$ cat src/rtl/mon_prod_resp_pkg.sv
// Shared definitions for the Montgomery-product command interface:
// op_code values and responder state encoding.
package mon_prod_resp_pkg;

  localparam logic [1:0] OPXX   = 2'd0;
  localparam logic [1:0] OPXM   = 2'd1;
  localparam logic [1:0] OPX1   = 2'd2;
  localparam logic [1:0] OP_ILL = 2'd3;

  localparam logic [2:0] ST_IDLE = 3'd0;
  localparam logic [2:0] ST_RDA  = 3'd1;
  localparam logic [2:0] ST_RDB  = 3'd2;
  localparam logic [2:0] ST_LDB  = 3'd3;
  localparam logic [2:0] ST_LOOP = 3'd4;
  localparam logic [2:0] ST_FIN  = 3'd5;
  localparam logic [2:0] ST_WR   = 3'd6;

endpackage

$ cat src/rtl/mon_step.sv
// One radix-2 Montgomery iteration plus the S >= n compare/subtract used
// for the final correction.
module mon_step #(
  parameter int BITLEN = 256
) (
  input  logic [BITLEN+1:0] s,
  input  logic              a_bit,
  input  logic [BITLEN-1:0] b,
  input  logic [BITLEN-1:0] n,
  output logic [BITLEN+1:0] s_next,
  output logic [BITLEN+1:0] s_sub,
  output logic              s_ge_n
);

  logic [BITLEN+1:0] t_add;
  logic [BITLEN+1:0] t_red;

  // Adding the odd modulus to an odd sum makes it even, so the shift is exact.
  always_comb begin
    t_add  = s + (a_bit ? {2'b00, b} : '0);
    t_red  = t_add[0] ? (t_add + {2'b00, n}) : t_add;
    s_next = t_red >> 1;
  end

  assign s_ge_n = (s >= {2'b00, n});
  assign s_sub  = s - {2'b00, n};

endmodule

$ cat src/rtl/mon_prod_resp.sv
// Montgomery-product responder: fetches A/B from the operand RAM, runs the
// bit-serial loop for mp_count iterations and writes P back to the X slot.
//
// state   | meaning
// IDLE    | wait for start rising edge with a legal op_code
// RDA     | read address of A on the RAM bus
// RDB     | capture A, present X address for B
// LDB     | capture B, clear S, load iteration counter
// LOOP    | one Montgomery iteration per cycle
// FIN     | conditional final subtraction of n
// WR      | write result, update P, raise stop
module mon_prod_resp
  import mon_prod_resp_pkg::*;
#(
  parameter int          BITLEN     = 256,
  parameter int          LOG_BITLEN = 8,
  parameter int          ABITS      = 8,
  parameter int          DBITS      = 256,
  parameter int unsigned ADDR_X     = 0,
  parameter int unsigned ADDR_M     = 1
) (
  input  logic                  clk,
  input  logic                  rst_n,
  input  logic                  start,
  input  logic [1:0]            op_code,
  input  logic [BITLEN-1:0]     n,
  input  logic [LOG_BITLEN:0]   mp_count,
  output logic [ABITS-1:0]      rd_addr,
  input  logic [DBITS-1:0]      rd_data,
  output logic [DBITS-1:0]      wr_data,
  output logic [ABITS-1:0]      wr_addr,
  output logic                  wr_en,
  output logic                  stop,
  output logic [BITLEN-1:0]     P
);

  logic [2:0]          state;
  logic                start_q;
  logic [1:0]          op;
  logic [BITLEN-1:0]   a_sh;
  logic [BITLEN-1:0]   b_r;
  logic [BITLEN+1:0]   s;
  logic [LOG_BITLEN:0] cnt;
  logic [BITLEN+1:0]   s_step;
  logic [BITLEN+1:0]   s_sub;
  logic                s_ge_n;
  logic                accept;

  assign accept = (state == ST_IDLE) && start && !start_q && (op_code != OP_ILL);

  mon_step #(.BITLEN(BITLEN)) u_step (
    .s      (s),
    .a_bit  (a_sh[0]),
    .b      (b_r),
    .n      (n),
    .s_next (s_step),
    .s_sub  (s_sub),
    .s_ge_n (s_ge_n)
  );

  if (DBITS > BITLEN) begin : g_rd_hi
    logic unused_rd_hi;
    assign unused_rd_hi = ^rd_data[DBITS-1:BITLEN];
  end

  always_ff @(posedge clk or negedge rst_n) begin
    if (!rst_n) begin
      state   <= ST_IDLE;
      start_q <= 1'b0;
      op      <= OPXX;
      a_sh    <= '0;
      b_r     <= '0;
      s       <= '0;
      cnt     <= '0;
      rd_addr <= '0;
      wr_addr <= '0;
      wr_data <= '0;
      wr_en   <= 1'b0;
      stop    <= 1'b0;
      P       <= '0;
    end else begin
      start_q <= start;
      wr_en   <= 1'b0;
      case (state)
        ST_IDLE: begin
          // Address is driven from the accept edge so the synchronous RAM
          // returns A in time for the RDB capture.
          if (accept) begin
            stop    <= 1'b0;
            op      <= op_code;
            rd_addr <= (op_code == OPXM) ? ABITS'(ADDR_M) : ABITS'(ADDR_X);
            state   <= ST_RDA;
          end
        end
        ST_RDA: begin
          rd_addr <= ABITS'(ADDR_X);
          state   <= ST_RDB;
        end
        ST_RDB: begin
          a_sh  <= rd_data[BITLEN-1:0];
          state <= ST_LDB;
        end
        ST_LDB: begin
          b_r   <= (op == OPX1) ? BITLEN'(1) : rd_data[BITLEN-1:0];
          s     <= '0;
          cnt   <= mp_count;
          state <= (mp_count == '0) ? ST_FIN : ST_LOOP;
        end
        ST_LOOP: begin
          s     <= s_step;
          a_sh  <= a_sh >> 1;
          cnt   <= cnt - (LOG_BITLEN+1)'(1);
          if (cnt == (LOG_BITLEN+1)'(1)) state <= ST_FIN;
        end
        ST_FIN: begin
          if (s_ge_n) s <= s_sub;
          state <= ST_WR;
        end
        ST_WR: begin
          wr_en   <= 1'b1;
          wr_addr <= ABITS'(ADDR_X);
          wr_data <= DBITS'(s[BITLEN-1:0]);
          P       <= s[BITLEN-1:0];
          stop    <= 1'b1;
          state   <= ST_IDLE;
        end
        default: state <= ST_IDLE;
      endcase
    end
  end

endmodule

$ cat config.mk
export PLATFORM = sky130hd
export DESIGN_NAME = mon_prod_resp
export DESIGN_NICKNAME = d
export VERILOG_FILES = /design/src/rtl/mon_prod_resp_pkg.sv /design/src/rtl/mon_step.sv /design/src/rtl/mon_prod_resp.sv
export SDC_FILE = /design/constraint.sdc
export NUM_CORES = 2
export LEC_CHECK = 0
export CAP_MARGIN = 20
export CORE_ASPECT_RATIO = 0.5
export CORE_MARGIN = 2
export CORE_UTILIZATION = 45
export CTS_CLUSTER_DIAMETER = 80
export DETAILED_ROUTE_END_ITERATION = 6
export PLACE_DENSITY = 0.66
export SLEW_MARGIN = 20
export SYNTH_ARGS = -nofsm -noshare
export SYNTH_HDL_FRONTEND = slang
export SYNTH_SLANG_ARGS = --single-unit
$ cat constraint.sdc
create_clock -name clk -period 12.9 [get_ports clk]
set_clock_uncertainty 0.1 [all_clocks]
set_input_delay 1.29 -clock clk [delete_from_list [all_inputs] [get_ports clk]]
set_output_delay 1.29 -clock clk [all_outputs]
set_load 0.02 [all_outputs]
==> flow_summary.yaml <==
run_status:
  status: "finished, violations left"
  violations: "DRC"
setup_path:
  slowest_stage: "nor4_1"
  arrival_ns: 13.41
  cp-end-kind: "flip-flop"
  max_stage_delay_ns: 1.03
  crit_path_frequent_cell: "a21oi_1"
  cpLargestDelayFamily: "compound AO/OA/AOI/OAI gates"
  cp.depth: 32
  reg2reg_depth: 32
  start_kind: "flip-flop"
  crit_buf_inv: 3
  crit_type: "flip-flop to flip-flop"
  critPathRequiredTime_ns: 13.52
  crit_fanout: 89
placement:
  port_buffers: 1040
  place_hpwl_mm: 457
  gp_congestion: 1.17
  post_dp_cell_area_um2: 115000
floorplan:
  rows: 124
  dieWidth_um: 683
  die_h_um: 344
  coreArea_um2: 229000
  initial_core_util_pct: 45.4
  die_area_um2: 235000
  top_level_ports: 1056
yosys:
  yosysTopAreaCell: "dfrtp_1"
  synth_warnings: 0
  synth_area_leaders: "dfrtp_1 25%, nand2_1 9.7%, ha_1 9.3%, a21oi_1 7.2%, o21ai_0 5.9%"
  ys_seq_area_share_pct: 25.2
  netlist_instances: 14300
  ys.flop_type: "dfrtp_1"
  synth_cell_types: 110
  synth-seq-cells: 1044
  syn_area_um2: 104000
  synth_top_area_share_pct: 25.2
  synth_edf_count: 0
  avgSynthCellArea_um2: 7.29
  ys_async_sr_fraction_pct: 100
power:
  peakVddDrop_uv: 295
  finalPower_w: 0.0415
  leakagePower_nw: 51.0
  pwr_density_cell_nw_per_um2: 350
detailed_routing:
  wire_per_inst_um: 30.6
  drcViolationCount: 2
  viasPerCell: 6.54
  ant_nets: 0
  wl_mm: 544
  drt_iter0_drc: 16400
  firstDrtPassIters: 7
  vias: 116000
clock_network:
  cts_max_level: 3
  clk_pin_slew_ns: 0.07
  cts_buffers: 105
  ctsResizeCount: 0
  postCtsHoldBufs: 0
  cts_tree: "yes"
  clockBufferDepth: 3
  post-cts-setup-buffers: 0
  cts.sinks: 1044
  root_buffer: "clkbuf_16"
  insertion_delay_ns: 0.83
global_routing:
  grt_antenna_before_repair: 70
  first_global_vias: 106000
  globalRouteOverflowTotal: 0
  grt_pass1_wl_mm: 761
  grt_max_degree: 154
  grtUsageTotal_pct: 44.1
layout:
  nets: 15800
  final.fill_count: 22500
  syn_to_final_growth_pct: 14.2
  stdcell_area_um2: 119000
  drive_gt1_share_pct: 3.45
min_path:
  hold_class: "flip-flop to flip-flop"
  whs_path_depth: 2
timing:
  final-hold-violation-count: 0
  rsz0062_at_grt: "no"
  min_period_over_period_pct: 99.2
  setup_tns_ns: 0
  max_freq_ghz: 0.0782
  drv_slew: 0
  slew-limit-headroom_pct: 6.48
  worstMarginPinSlew_ns: 1.40
  finalSetupViolations: 0
  layout_min_cycle_time_ns: 12.79
job:
  drv_cap: 0
[synth_stat cells, drive strengths merged, types with 23 or more instances]
cell type and count:
a21oi 1485, nand2 2692, nor4 99, nand4 442, o41ai 26, a22oi 50
a221oi 61, a31oi 121, inv 525, a211oi 47, and2 291, a21boi 79
nand2b 51, clkbuf 668, o31ai 79, o21a 203, nor2 909, or2 40
mux2i 394, o211ai 59, o22ai 27, buf 359, xnor2 458, o21ai 1266
a222oi 23, nand3 389, a21o 241, or3 47, o221ai 133, nor3 241
dfrtp 1044, o21bai 239, xor2 292, and3 58, ha 769, nor2b 54
[flip-flops by register name, summed over array words and instances, names as in the netlist]
name / flops
s: 258
P: 256
a_sh: 256
b_r: 256
cnt: 9
state: 3
op: 2
rd_addr: 1
start_q: 1
stop: 1
wr_en: 1
[worst min-delay path: stages, from the launching register on]
cell and delay, ns:
dfrtp_1 0.34, nand2_1 0.05, nand2_1 0.05
[area by class of cell]
class	count	area, um2	area share (%)
tap	3087	3860	3.26
multi-input combinational	11700	71100	60.0
clock inverter	57	722	0.609
timing repair buffer	1203	11800	9.96
sequential	1044	26100	22.0
antenna	38	95.1	0.0802
inverter	526	1980	1.67
clock buffer	136	2890	2.43
[worst paths after layout]
check	from	endpoint	slack (ns)
worst max-delay path	a_sh[0]	s[256]	0.11
worst min-delay path	b_r[186]	b_r[186]	0.36
worst max register to register	a_sh[0]	s[256]	0.11
worst min register to register	b_r[186]	b_r[186]	0.36
max in group asynchronous	rst_n	a_sh[0]	9.52
min in group asynchronous	rst_n	b_r[96]	0.37
[metal layers]
metal | track usage, % | vias to the layer above | wire length [um]
met5 | 0 | - | 339
met4 | 21.4 | 52 | 31500
met3 | 12.7 | 1289 | 63300
met2 | 62.0 | 6886 | 216000
met1 | 61.6 | 56700 | 233000
li1 | - | 51300 | -
[logic make-up (layout without fill, tap and decap cells)]
kind of cell,after synthesis,count (layout),synth area share [%]
simple gates,5393,5393,23.3
fa+ha+maj,772,772,9.32
compound gates,4332,4332,25.3
flops,1044,1044,25.2
other cells,1,53,0.00361
buf+inv,1553,1922,6.70
xor+xnor,750,750,6.32
mux,406,406,3.93
[layout by cell type (no fill, tap or decap), types with 40 or more instances in the layout]
cell type,instances
a211oi_1,45
a21boi_0,72
a21o_1,241
a21oi_1,1483
a221oi_1,59
a22oi_1,50
a31oi_1,117
and2_1,286
and3_1,58
buf_4,146
clkbuf_16,106
clkdlybuf4s50_1,1039
dfrtp_1,1043
ha_1,768
inv_1,524
mux2i_1,394
nand2_1,2687
nand2b_1,50
nand3_1,388
nand4_1,441
nor2_1,905
nor2b_1,54
nor3_1,235
nor4_1,88
o211ai_1,58
o21a_1,203
o21ai_0,1224
o21ai_1,41
o21bai_1,238
o221ai_1,133
o31ai_1,72
or2_2,40
or3_1,47
xnor2_1,458
xor2_1,292
[report_power, final]
part | leakage [nW] | switching [W] | internal (W)
Combinational | 36.0 | 0.0213 | 0.0104
Clock | 1.76 | 0.00162 | 0.00177
Sequential | 13.2 | 0.00165 | 0.00479
[stage by stage]
stage / instances / setup WS, ns / utilization [%] / hold WS (ns)
3_5_place_dp: 17500 / 0.708 / 50.2 / 0.349
3_3_place_gp: 17500 / 0.739 / 50.1 / 0.344
6_report: 17800 / 0.106 / 51.8 / 0.361
5_1_grt: 17700 / 0.226 / 51.8 / 0.379
2_1_floorplan: 14300 / 5.36 / - / 0.330
4_1_cts: 17700 / 0.674 / 51.7 / 0.364
Power figures use the tool's default switching activity.
